<file path="config.mk">
export PLATFORM = sky130hd
export DESIGN_NAME = uart_tx_arbiter
export DESIGN_NICKNAME = d
export VERILOG_FILES = /design/src/rtl/uart_pkg.sv /design/src/rtl/rr_pick.sv /design/src/rtl/uart_tx_arbiter.sv
export SDC_FILE = /design/constraint.sdc
export NUM_CORES = 1
export LEC_CHECK = 0
export BUFFER_PORTS_ARGS = -buffer_cell sky130_fd_sc_hd__buf_2
export CORE_ASPECT_RATIO = 1.1
export CORE_MARGIN = 5
export CORE_UTILIZATION = 35
export CTS_BUF_LIST = sky130_fd_sc_hd__clkbuf_16
export CTS_CLUSTER_SIZE = 14
export DETAILED_ROUTE_END_ITERATION = 7
export GPL_TIMING_DRIVEN = 0
export PLACE_DENSITY = 0.64
export SLEW_MARGIN = 20
export SYNTH_ARGS = -nofsm -noshare
export SYNTH_HDL_FRONTEND = slang
export SYNTH_HIERARCHICAL = 1
export SYNTH_SLANG_ARGS = --single-unit
</file>
<file path="constraint.sdc">
create_clock -name i_clk -period 2.3 [get_ports i_clk]
set_input_delay 0.23 -clock i_clk [delete_from_list [all_inputs] [get_ports i_clk]]
set_output_delay 0.23 -clock i_clk [all_outputs]
set_load 0.005 [all_outputs]
</file>
<file path="src/rtl/uart_pkg.sv">
// Shared definitions for the UART transmit path: arbiter FSM states and
// the default stream byte width.
package uart_pkg;

  localparam int UART_DATA_W = 8;

  typedef enum logic {
    IDLE   = 1'b0,
    LOCKED = 1'b1
  } arb_state_t;

endpackage

</file>
<file path="src/rtl/rr_pick.sv">
// Combinational round-robin priority picker. The requester just after ptr
// has highest priority, wrapping around; the result is one-hot (or zero).
module rr_pick
  import uart_pkg::*;
#(
  parameter int N  = 4,
  parameter int PW = $clog2(N)
) (
  input  logic [N-1:0]  req,
  input  logic [PW-1:0] ptr,
  output logic [N-1:0]  gnt,
  output logic          any
);

  logic [PW:0]    sh;
  logic [2*N-1:0] dbl;
  logic [N-1:0]   rot;
  logic [N-1:0]   rgnt;
  logic [2*N-1:0] dgnt;

  // Rotate so that requester ptr+1 lands at bit 0, take the lowest set bit,
  // then rotate the single grant bit back to its requester position.
  assign sh   = {1'b0, ptr} + 1'b1;
  assign dbl  = {req, req} >> sh;
  assign rot  = dbl[N-1:0];
  assign rgnt = rot & (~rot + 1'b1);
  assign dgnt = {rgnt, rgnt} << sh;
  assign gnt  = dgnt[2*N-1:N];
  assign any  = |req;

endmodule

</file>
<file path="src/rtl/uart_tx_arbiter.sv">
// Message-level round-robin arbiter merging N_REQ AXI-Stream byte sources
// into the single uart_tx_wrap slave port. A grant is held until the owner's
// tlast beat is accepted or the owner stalls for TIMEOUT_CYCLES cycles.
module uart_tx_arbiter
  import uart_pkg::*;
#(
  parameter int N_REQ          = 4,
  parameter int DATA_W         = UART_DATA_W,
  parameter int TIMEOUT_CYCLES = 1000000
) (
  input  logic                    i_clk,
  input  logic                    i_rst,
  input  logic [N_REQ-1:0]        i_s_axis_tvalid,
  input  logic [N_REQ*DATA_W-1:0] i_s_axis_tdata,
  input  logic [N_REQ-1:0]        i_s_axis_tlast,
  output logic [N_REQ-1:0]        o_s_axis_tready,
  output logic                    o_m_axis_tvalid,
  output logic [DATA_W-1:0]       o_m_axis_tdata,
  output logic                    o_m_axis_tlast,
  input  logic                    i_m_axis_tready,
  output logic [N_REQ-1:0]        o_grant,
  output logic                    o_busy,
  output logic                    o_timeout
);

  localparam int PW = $clog2(N_REQ);
  localparam int CW = $clog2(TIMEOUT_CYCLES + 1);
  localparam logic [CW-1:0] T_MAX = CW'(TIMEOUT_CYCLES);

  arb_state_t        state;
  logic [N_REQ-1:0]  grant;
  logic [PW-1:0]     rr_ptr;
  logic [CW-1:0]     stall_cnt;
  logic [CW-1:0]     stall_nxt;
  logic              timeout;

  logic [N_REQ-1:0]  pick;
  logic              pick_any;

  logic [PW-1:0]     gidx;
  logic              g_valid;
  logic [DATA_W-1:0] g_data;
  logic              g_last;
  logic              live;
  logic              beat;

  rr_pick #(.N(N_REQ), .PW(PW)) u_pick (
    .req (i_s_axis_tvalid),
    .ptr (rr_ptr),
    .gnt (pick),
    .any (pick_any)
  );

  // Select the granted requester's stream and its index from the one-hot grant.
  always_comb begin
    gidx    = '0;
    g_valid = 1'b0;
    g_data  = '0;
    g_last  = 1'b0;
    for (int k = 0; k < N_REQ; k++) begin
      if (grant[k]) begin
        gidx    = PW'(k);
        g_valid = i_s_axis_tvalid[k];
        g_data  = i_s_axis_tdata[k*DATA_W +: DATA_W];
        g_last  = i_s_axis_tlast[k];
      end
    end
  end

  // Routing is live only while locked; reset forces every output quiet
  // immediately, even before the first reset edge has been seen.
  assign live            = (state == LOCKED) & ~i_rst;
  assign o_m_axis_tvalid = live & g_valid;
  assign o_m_axis_tdata  = o_m_axis_tvalid ? g_data : '0;
  assign o_m_axis_tlast  = o_m_axis_tvalid & g_last;
  assign o_s_axis_tready = grant & {N_REQ{live & i_m_axis_tready}};
  assign o_grant         = i_rst ? '0 : grant;
  assign o_busy          = live;
  assign o_timeout       = timeout & ~i_rst;

  assign beat      = o_m_axis_tvalid & i_m_axis_tready;
  assign stall_nxt = (stall_cnt == T_MAX) ? T_MAX : stall_cnt + 1'b1;

  // Arbiter FSM: grant from IDLE, hold the owner until tlast or stall timeout.
  always_ff @(posedge i_clk) begin
    if (i_rst) begin
      state     <= IDLE;
      grant     <= '0;
      rr_ptr    <= PW'(N_REQ - 1);
      stall_cnt <= '0;
      timeout   <= 1'b0;
    end else begin
      timeout <= 1'b0;
      case (state)
        IDLE: begin
          if (pick_any) begin
            grant     <= pick;
            state     <= LOCKED;
            stall_cnt <= '0;
          end
        end
        LOCKED: begin
          if (beat && g_last) begin
            state     <= IDLE;
            grant     <= '0;
            rr_ptr    <= gidx;
            stall_cnt <= '0;
          end else if (beat) begin
            stall_cnt <= '0;
          end else if (!g_valid) begin
            // Only a missing source beat counts; sink backpressure does not.
            stall_cnt <= stall_nxt;
            if (stall_nxt == T_MAX) begin
              state   <= IDLE;
              grant   <= '0;
              rr_ptr  <= gidx;
              timeout <= 1'b1;
            end
          end
        end
        default: state <= IDLE;
      endcase
    end
  end

endmodule

</file>
==> results of run 1 <==
-- power by group through the flow --
stage | Combinational (mW) | Sequential, mW | Clock (mW)
floorplan | 0.139 | 0.509 | 0
global placement | 0.225 | 0.511 | 0
detailed placement | 0.227 | 0.512 | 0
CTS | 0.238 | 0.500 | 0.535
global route | 0.282 | 0.502 | 0.557
finish | 0.252 | 0.501 | 0.530
-- placed cells by master (no fill, tap or decap), drive strengths merged, types with 3 or more instances in the layout --
cell type   n
o22ai      12
and3        4
dfxtp      28
or3b        3
a211oi      7
nand4       7
nand2b      7
nand3      12
ha          3
nor2b       5
mux2i       5
o311ai      3
a221oi      8
a22oi       6
buf        95
nor2       30
o21ai      19
inv        11
xnor2       4
or3         4
nand2      15
or4         4
nand3b      3
o31ai       5
a21oi      26
xor2        3
nor4        9
nor3       19
clkbuf     15
-- what timing repair did --
item                                    CTS  global route
endpoints found under the setup margin   36            34
setup buffers                            11            11
resized for setup                        27            37
pin swaps                                 9            15
-- cell families (layout without fill, tap and decap cells) --
| group | after synthesis | after routing | synth area share, % |
|---|---|---|---|
| AO/OA/AOI/OAI | 105 | 105 | 30.7 |
| XOR/XNOR | 7 | 7 | 2.55 |
| adder cells (fa/ha/maj) | 3 | 3 | 1.56 |
| buffers and inverters | 42 | 123 | 7.54 |
| flip-flops | 28 | 28 | 23.3 |
| multiplexers | 5 | 5 | 2.08 |
| AND/OR/NAND/NOR | 130 | 130 | 32.3 |
-- registers in the layout, summed over array words and instances, names as in the netlist --
signal	count
stall_cnt	20
timeout	1
grant	4
rr_ptr	2
state	1
-- worst max-delay path by stage --
stage,from,endpoint,slack [ns],depth (start not counted)
3_3_place_gp,stall_cnt[1],grant[2],-0.33,8
3_5_place_dp,stall_cnt[1],rr_ptr[0],-0.35,8
4_1_cts,stall_cnt[4],rr_ptr[0],0.005,6
5_1_grt,stall_cnt[0],rr_ptr[0],-0.11,9
2_1_floorplan,stall_cnt[1],state,0.007,8
6_report,stall_cnt[0],rr_ptr[0],-0.03,9
-- worst max-delay path: stages (launching register included) --
cell and delay, ns:
sky130_fd_sc_hd__dfxtp_2 0.34, sky130_fd_sc_hd__buf_8 0.13, sky130_fd_sc_hd__clkinv_4 0.05, sky130_fd_sc_hd__ha_4 0.10
sky130_fd_sc_hd__or4bb_4 0.48, sky130_fd_sc_hd__nor4_4 0.28, sky130_fd_sc_hd__o211ai_1 0.21, sky130_fd_sc_hd__buf_4 0.21
sky130_fd_sc_hd__o31ai_4 0.26, sky130_fd_sc_hd__mux2i_1 0.21
-- per-layer routing --
layer	routed length, um	share of wire, %	vias to the layer above
li1	-	-	1376
met1	3150	38	1298
met2	4160	51	126
met3	788	9.6	14
met4	130	1.6	0
met5	0	0	-
-- per-stage QoR --
step / power (mW) / setup TNS (ns) / cell area [um2] / utilization (%)
2_1_floorplan: 0.648 / 0 / 2410 / -
3_3_place_gp: 0.736 / -2.79 / 2820 / 42.5
3_5_place_dp: 0.738 / -3.06 / 2820 / 42.5
4_1_cts: 1.27 / 0 / 3110 / 46.9
5_1_grt: 1.34 / -0.481 / 3290 / 49.6
6_report: 1.28 / -0.0548 / 3290 / 49.6
-- area by class of cell --
class | instances | share of cell area (%)
multi-input combinational | 250 | 55.3
sequential | 28 | 17.4
timing repair buffer | 83 | 14.3
buffer | 24 | 5.10
tap | 82 | 3.12
clock buffer | 3 | 2.28
inverter | 12 | 1.52
clock inverter | 1 | 0.913
==> metrics.log, run 1 <==
[metrics] maximum clock frequency: 429 MHz
[metrics] share of total power in sequential cells: 39.0%
[metrics] RePlAce Congestion: 0.866
[metrics] number of levels in the clock H-tree: 1
[metrics] highest-utilization routing layer at the global route stage: met2
[metrics] first-pass GRT wire length: 12.6 mm
[metrics] setup repair after global routing missed its margin: yes
[metrics] fraction of met2 tracks used by global routing: 32.5%
[metrics] cell area after synthesis: 2400 um2
[metrics] fill count: 643
[metrics] number of setup violations in the final report: 2
[metrics] area of the multi-input gates: 1820 um2
[metrics] maximum buffer depth of the clock tree: 2
[metrics] synthesis-to-finish area growth: 36.8%
[metrics] worst hold stages: 3
[metrics] result of the run: finished, violations left
[metrics] core region area: 6630 um2
[metrics] hold worst-path end: grant[1]
[metrics] startpoint of the lowest-slack register-to-register path: stall_cnt[0]
[metrics] largest clock skew in the final design: 0.00608 ns
[metrics] main flop type after synthesis: sky130_fd_sc_hd__dfxtp_1
[metrics] diodes inserted: 0
[metrics] drc violations: 0
[metrics] combined global-route utilization of all metal layers: 17.7%
[metrics] endpoint of the most critical register-to-register path: rr_ptr[0]
[metrics] clock tree from TritonCTS: built
[metrics] top-level I/O count: 63
[metrics] synthesized flop and latch total: 28
[metrics] combinational share of power: 19.7%
[metrics] number of distinct library cells after synthesis: 65
[metrics] category of the worst setup path capture point: register
[metrics] cell depth of the worst flop-to-flop path: 9
[metrics] Tcrit/Tclk final: 101%
[metrics] fraction of power consumed by the clock network: 41.3%
[metrics] routed wire length: 8.23 mm
[metrics] die outline width: 89.0 um
[metrics] fin. max-slew vios: 0
[metrics] number of global-route vias before repair: 2655
[metrics] most instantiated library cell after synthesis: sky130_fd_sc_hd__nor2_1
[metrics] P_sw: 0.335 mW
[metrics] count of hold buffers inserted by post-cts repair: 0
[metrics] clock buffer count from CTS: 3
[metrics] iteration count of the initial detailed-routing pass: 5
[metrics] setup slack, reg-to-reg: -0.03 ns
[metrics] initial core utilization: 36.3%
[metrics] fraction of power spent switching nets: 26.1%
[metrics] Mapped Cells: 320
[metrics] Yosys warning total: 6
[metrics] cell taking the most area after synthesis: sky130_fd_sc_hd__dfxtp_1
[metrics] max-cap check violation count: 0
[metrics] CTS clock-pin slew for the worst setup and hold paths: 0.07 ns
[metrics] DR iter-0 viols: 174
[metrics] top cell type's share of synthesized area: 23.3%
[metrics] pre-CTS WS: -0.353 ns
[metrics] via count of the routed design: 2814
[metrics] worst min-delay path startpoint: i_rst
[metrics] number of nets produced by synthesis: 366
[metrics] I/O Buffers: 61
[metrics] die height: 96.9 um
[metrics] Async SR Flop Fraction: 0%
[metrics] cell internal power dissipation: 0.947 mW
[metrics] fraction of layout instances using a drive strength above 1: 36.2%
[metrics] area used by sequential logic in the layout: 573 um2
[metrics] failing checks: setup timing
[metrics] Avg Inst Size Synth: 7.52 um2
[metrics] number of vias per cell after detailed routing: 5.83
[metrics] Nets: 448
[metrics] crit path kind: register to register
[metrics] largest net degree at the start of global routing: 17
[metrics] Antenna Nets Post-Route: 0
[metrics] number of synthesized flops with an enable pin: 0
[metrics] met1 demand-to-capacity share in global routing: 20.5%
[metrics] Synth area leaders: sky130_fd_sc_hd__dfxtp_1 23%, sky130_fd_sc_hd__a21oi_1 5.4%, sky130_fd_sc_hd__nor2_1 4.7%, sky130_fd_sc_hd__nor3_1 3.7%, sky130_fd_sc_hd__o21ai_0 3.5%
[metrics] final cell count without fillers: 483
[metrics] number of antenna violations at the first check in global routing: 0
[metrics] data arrival time of the critical path: 2.54 ns
[metrics] CP Max Fanout: 8
[metrics] post-placement cell count: 463
[metrics] die outline area: 8630 um2
[metrics] worst hold slack across all endpoints: 0.463 ns
[metrics] transition time at the pin with the least slew margin: 0.611 ns
[metrics] root buffer cell: sky130_fd_sc_hd__clkbuf_16
[metrics] estimated wirelength of the detail-placed design: 5.73 mm
[metrics] aggregate global routing overflow: 0
[metrics] Crit path required time: 2.50 ns
[metrics] Synth top cells by count: 30 x sky130_fd_sc_hd__nor2_1, 28 x sky130_fd_sc_hd__dfxtp_1, 26 x sky130_fd_sc_hd__a21oi_1
[metrics] TritonCTS sink count: 28
[metrics] relative slew slack: 59.3%
[metrics] startpoint type of the worst setup path: register
[metrics] Final Hold Violating Endpoints: 0
[metrics] final setup slack of the worst path: -0.0307 ns
[metrics] Core Rows: 31
[metrics] sequential area share after synthesis: 23.3%
[metrics] reported leakage power: 1.34 nW
[metrics] power per cell area: 390 nW/um2
[metrics] wire length per cell: 17.0 um
[metrics] clock latency on the worst-skew pair: 0.27 ns
[metrics] Peak supply drop: 0.000343 V
[metrics] met3 Use GR: 2.89%
[metrics] HP Class: input port to register
[metrics] final critical path time including I/O delays and setup: 2.33 ns
No activity file was read; power rests on OpenSTA's default activity.
==> inputs of run 2 (changes only) <==
--- a/config.mk
+++ b/config.mk
@@ -10,3 +10,3 @@
 export CORE_MARGIN = 5
-export CORE_UTILIZATION = 35
+export CORE_UTILIZATION = 48
 export CTS_BUF_LIST = sky130_fd_sc_hd__clkbuf_16
@@ -15,3 +15,4 @@
 export GPL_TIMING_DRIVEN = 0
-export PLACE_DENSITY = 0.64
+export PLACE_DENSITY = 0.82
+export SKIP_LAST_GASP = 1
 export SLEW_MARGIN = 20
--- a/constraint.sdc
+++ b/constraint.sdc
@@ -3,2 +3,2 @@
 set_output_delay 0.23 -clock i_clk [all_outputs]
-set_load 0.005 [all_outputs]
+set_load 0.01 [all_outputs]
==> metrics.log, run 2 (synthesis gave the netlist of run 1 again) <==
[metrics] result of the run: completed
[metrics] final setup slack of the worst path: 0.0125 ns
[metrics] core region area: 4930 um2
[metrics] number of global-route vias before repair: 2703
[metrics] fraction of power spent switching nets: 28.3%
[metrics] startpoint of the lowest-slack register-to-register path: stall_cnt[9]
[metrics] largest registers ranked by flip-flop count: stall_cnt x20, grant x4, rr_ptr x2
[metrics] routed wire length: 8.46 mm
[metrics] HP Class: input port to register
[metrics] Crit path required time: 2.49 ns
[metrics] area used by sequential logic in the layout: 587 um2
[metrics] data arrival time of the critical path: 2.48 ns
[metrics] die outline width: 77.5 um
[metrics] number of vias per cell after detailed routing: 6.46
[metrics] maximum buffer depth of the clock tree: 2
[metrics] combinational share of power: 21.8%
[metrics] fin. max-slew vios: 0
[metrics] Final Hold Violating Endpoints: 0
[metrics] startpoint of the most critical setup path: stall_cnt[9]
[metrics] P_sw: 0.324 mW
[metrics] fraction of power consumed by the clock network: 34.7%
[metrics] aggregate global routing overflow: 0
[metrics] estimated wirelength of the detail-placed design: 5.55 mm
[metrics] TritonCTS sink count: 28
[metrics] relative slew slack: 57.6%
[metrics] Nets: 445
[metrics] via count of the routed design: 2940
[metrics] I/O Buffers: 61
[metrics] final cell count without fillers: 455
[metrics] area of the multi-input gates: 1830 um2
[metrics] CTS clock-pin slew for the worst setup and hold paths: 0.07 ns
[metrics] share of total power in sequential cells: 43.5%
[metrics] diodes inserted: 0
[metrics] Biggest register: stall_cnt
[metrics] Antenna Nets Post-Route: 0
[metrics] cell internal power dissipation: 0.821 mW
[metrics] number of setup violations in the final report: 0
[metrics] clock buffer count from CTS: 3
[metrics] worst min-delay path startpoint: i_rst
[metrics] combined global-route utilization of all metal layers: 23.4%
[metrics] Tcrit/Tclk final: 99.5%
[metrics] clock latency on the worst-skew pair: 0.26 ns
[metrics] category of the worst setup path capture point: register
[metrics] synthesis-to-finish area growth: 33.8%
[metrics] root buffer cell: sky130_fd_sc_hd__clkbuf_16
[metrics] count of hold buffers inserted by post-cts repair: 0
[metrics] maximum clock frequency: 437 MHz
[metrics] initial core utilization: 48.8%
[metrics] transition time at the pin with the least slew margin: 0.631 ns
[metrics] largest clock skew in the final design: 0.00290 ns
[metrics] number of antenna violations at the first check in global routing: 0
[metrics] RePlAce Congestion: 0.869
[metrics] first-pass GRT wire length: 12.9 mm
[metrics] commonest non-fill, non-tap cell in the layout: sky130_fd_sc_hd__buf_2
[metrics] cell area after placement: 2790 um2
[metrics] max-cap check violation count: 0
[metrics] wire length per cell: 18.6 um
[metrics] clock tree from TritonCTS: built
[metrics] crit path kind: register to register
[metrics] die height: 84.2 um
[metrics] total negative setup slack: 0 ns
[metrics] reported leakage power: 1.31 nW
[metrics] die outline area: 6530 um2
[metrics] setup repair after global routing missed its margin: yes
[metrics] largest net degree at the start of global routing: 15
[metrics] flip-flop count of the largest register after layout: 20
[metrics] startpoint type of the worst setup path: register
[metrics] power per cell area: 356 nW/um2
[metrics] CP Max Fanout: 8
[metrics] Core Rows: 27
[metrics] fraction of layout instances using a drive strength above 1: 36.8%
[metrics] DR iter-0 viols: 138
[metrics] area of all placed cells without fillers: 3220 um2
[metrics] number of levels in the clock H-tree: 1
[metrics] top-level I/O count: 63
[metrics] Peak supply drop: 0.000257 V
[metrics] final critical path time including I/O delays and setup: 2.29 ns
[metrics] drc violations: 0
[metrics] post-placement cell count: 439
[metrics] pre-CTS WS: -0.383 ns
[metrics] commonest cells after routing, fill and taps aside: 62 x sky130_fd_sc_hd__buf_2, 29 x sky130_fd_sc_hd__nor2_1, 25 x sky130_fd_sc_hd__a21oi_1
[metrics] iteration count of the initial detailed-routing pass: 5
[metrics] fill count: 437
[run 2: cell types whose count changed in the layout (fill, tap and decap cells not counted), sizes merged]
| cell | previous run | this run |
|---|---|---|
| inv | 11 | 12 |
| bufinv | 1 | 0 |
| buf | 95 | 92 |
| clkinv | 1 | 0 |
[run 2: metrics by stage]
step / total power, mW / util, % / hold slack (ns)
3_3_place_gp: 0.733 / 56.5 / 0.482
5_1_grt: 1.20 / 65.2 / 0.528
6_report: 1.15 / 65.2 / 0.483
2_1_floorplan: 0.651 / - / 0.458
3_5_place_dp: 0.738 / 56.5 / 0.501
4_1_cts: 1.14 / 60.3 / 0.462
[run 2: area by class of cell]
| type | count | area share [%] |
|---|---|---|
| multi-input combinational | 250 | 56.8 |
| buffer | 24 | 5.06 |
| timing repair buffer | 80 | 13.9 |
| sequential | 28 | 18.2 |
| clock buffer | 3 | 2.33 |
| tap | 58 | 2.26 |
| inverter | 12 | 1.40 |
[run 2: metal layers]
metal	share of wire (%)	wire, um	global-route usage [%]	vias to the layer above
met5	0	0	0	-
met4	3.3	276	10.0	0
met3	10	865	4.83	30
met2	50	4270	41.4	173
met1	36	3050	26.8	1359
li1	-	-	-	1378
[run 2: critical path, stage by stage (launching register included)]
cell and delay [ns]:
sky130_fd_sc_hd__dfxtp_2 0.43, sky130_fd_sc_hd__nand4_4 0.19, sky130_fd_sc_hd__or4_4 0.59, sky130_fd_sc_hd__nor3_4 0.28, sky130_fd_sc_hd__o2111ai_4 0.17, sky130_fd_sc_hd__o31ai_4 0.32
sky130_fd_sc_hd__mux2i_1 0.23
[run 2: path summary, 6_finish.rpt]
path,end,slack (ns),depth (start not counted)
worst max-delay path,rr_ptr[0],0.01,6
worst min-delay path,grant[0],0.48,3
worst max register to register,rr_ptr[0],0.01,6
worst min register to register,stall_cnt[18],0.53,1
[run 2: repair_timing]
action                     CTS  global route
pin swaps                    8            13
setup buffers                5            14
setup endpoints to repair   24            22
gates resized for setup     20            50
[run 2: power by group through the flow]
stage / clock, mW / combinational [mW] / sequential [mW]
after CTS: 0.402 / 0.235 / 0.501
after global placement: 0 / 0.222 / 0.511
after detailed placement: 0 / 0.227 / 0.511
final: 0.398 / 0.250 / 0.498
after global routing: 0.423 / 0.274 / 0.498
after floorplan: 0 / 0.142 / 0.509
==> inputs of run 3 (changes only) <==
CORE_UTILIZATION = 54   (was 48)
PLACE_DENSITY = 0.86   (was 0.82)
clock period = 2.42 ns   (was 2.3 ns; I/O delays follow)
==> metrics.log, run 3 (synthesis gave the netlist of run 1 again) <==
[metrics] clock tree from TritonCTS: built
[metrics] Detail Route met2 WL: 3.97 mm
[metrics] reported leakage power: 1.30 nW
[metrics] number of antenna violations at the first check in global routing: 0
[metrics] Nets: 445
[metrics] synthesis-to-finish area growth: 31.0%
[metrics] fraction of layout instances using a drive strength above 1: 34.8%
[metrics] first-pass GRT wire length: 11.8 mm
[metrics] area of the multi-input gates: 1790 um2
[metrics] largest net degree at the start of global routing: 15
[metrics] commonest cells after routing, fill and taps aside: 64 x sky130_fd_sc_hd__buf_2, 29 x sky130_fd_sc_hd__nor2_1, 26 x sky130_fd_sc_hd__a21oi_1
[metrics] diodes inserted: 0
[metrics] DR iter-0 viols: 172
[metrics] Antenna Nets Post-Route: 0
[metrics] Core Rows: 25
[metrics] CP Max Fanout: 9
[metrics] I/O Buffers: 61
[metrics] length of routed met3 wiring: 845 um
[metrics] Peak supply drop: 0.000317 V
[metrics] clock buffer count from CTS: 3
[metrics] category of the worst setup path capture point: register
[metrics] data arrival time of the critical path: 2.56 ns
[metrics] clock latency on the worst-skew pair: 0.26 ns
[metrics] startpoint type of the worst setup path: register
[metrics] number of global-route vias before repair: 2654
[metrics] flip-flop count of the largest register after layout: 20
[metrics] max-cap check violation count: 0
[metrics] area used by sequential logic in the layout: 576 um2
[metrics] fill count: 346
[metrics] wire length per cell: 17.9 um
[metrics] Biggest register: stall_cnt
[metrics] iteration count of the initial detailed-routing pass: 5
[metrics] die height: 80.0 um
[metrics] number of vias per cell after detailed routing: 6.55
[metrics] final cell count without fillers: 451
[metrics] crit path kind: register to register
[metrics] power per cell area: 344 nW/um2
[metrics] Final Hold Violating Endpoints: 0
[metrics] Tcrit/Tclk final: 98.3%
[metrics] aggregate global routing overflow: 0
[metrics] DR top layer: met4
[metrics] initial core utilization: 55.7%
[metrics] die outline width: 73.6 um
[metrics] CP cell instances: buf_4, nand4_4, or4_4, nor3_4, o2111ai_4, o31ai_4, mux2i_1
[metrics] Worst path max stage delay: 0.58 ns
[metrics] fin. max-slew vios: 0
[metrics] number of levels in the clock H-tree: 1
[metrics] post-placement cell count: 435
[metrics] combined global-route utilization of all metal layers: 24.8%
[metrics] maximum clock frequency: 420 MHz
[metrics] critical path's slowest cell: sky130_fd_sc_hd__or4_4
[metrics] number of setup violations in the final report: 0
[metrics] final critical path time including I/O delays and setup: 2.38 ns
[metrics] WL met1: 3.04 mm
[metrics] drc violations: 0
[metrics] end-of-flow core utilization: 73.0%
[metrics] via count of the routed design: 2953
[metrics] commonest non-fill, non-tap cell in the layout: sky130_fd_sc_hd__buf_2
[metrics] relative slew slack: 59.9%
[metrics] largest registers ranked by flip-flop count: stall_cnt x20, grant x4, rr_ptr x2
[metrics] largest clock skew in the final design: 0.00377 ns
[metrics] result of the run: completed
[metrics] TritonCTS sink count: 28
[metrics] top-level I/O count: 63
[metrics] Crit path required time: 2.60 ns
[metrics] transition time at the pin with the least slew margin: 0.602 ns
[metrics] die outline area: 5890 um2
[metrics] RePlAce Congestion: 0.923
[metrics] routed wire length: 8.07 mm
[metrics] root buffer cell: sky130_fd_sc_hd__clkbuf_16
[metrics] CTS clock-pin slew for the worst setup and hold paths: 0.07 ns
[metrics] count of hold buffers inserted by post-cts repair: 0
[metrics] maximum buffer depth of the clock tree: 2
[metrics] HP Class: input port to register
[metrics] core region area: 4320 um2
[metrics] worst hold slack across all endpoints: 0.490 ns
[metrics] estimated wirelength of the detail-placed design: 5.35 mm
## run 3: metrics by stage
step                      instance area, um2  setup slack (ns)  total power [mW]  setup TNS, ns
after detailed placement                2780            -0.380             0.702          -2.60
after global placement                  2780            -0.270             0.697          -1.80
after CTS                               2890           -0.0272              1.07        -0.0272
after floorplan                         2400            0.0509             0.618              0
final                                   3150            0.0407              1.08              0
after global routing                    3150           -0.0653              1.13         -0.140
## run 3: cell type report
type                    count  area share (%)
repair buffers             80            14.2
multi-input cells         250            56.7
flip-flops and latches     28            18.3
well taps                  54            2.15
clock buffers               3            2.38
plain buffers              24            4.85
inverters                  12            1.43
## run 3: report_power, final
group          leakage, nW  total (mW)  switching, mW  internal (mW)
registers            0.232       0.476        0.00880          0.467
clock network       0.0370       0.372          0.153          0.219
logic                 1.03       0.236          0.138         0.0977
total                 1.30        1.08          0.300          0.784
## run 3: routing by layer
layer  GRT usage (%)  vias up
li1                -     1377
met1            28.7     1374
met2            43.8      179
met3            4.79       23
met4            10.3        0
met5               0        -
## run 3: path summary, 6_finish.rpt
kind / startpoint / end / slack (ns) / cells after the start
setup / recovery: stall_cnt[8] / rr_ptr[1] / 0.04 / 7
hold / removal: i_rst / grant[1] / 0.49 / 3
setup reg to reg: stall_cnt[8] / rr_ptr[1] / 0.04 / 7
hold reg to reg: stall_cnt[19] / stall_cnt[19] / 0.51 / 2
## run 3: critical path, delay by kind of cell (launching register included)
| kind | cells | cell delay (ns) |
|---|---|---|
| mux | 1 | 0.24 |
| flops | 1 | 0.32 |
| simple gates | 3 | 1.04 |
| compound gates | 2 | 0.52 |
| buf+inv | 1 | 0.17 |
## run 3: what timing repair did
item	CTS	global route
gates resized for setup	8	49
pin swaps	2	15
hold endpoints to repair	0	0
setup endpoints to repair	22	37
setup buffers	0	19
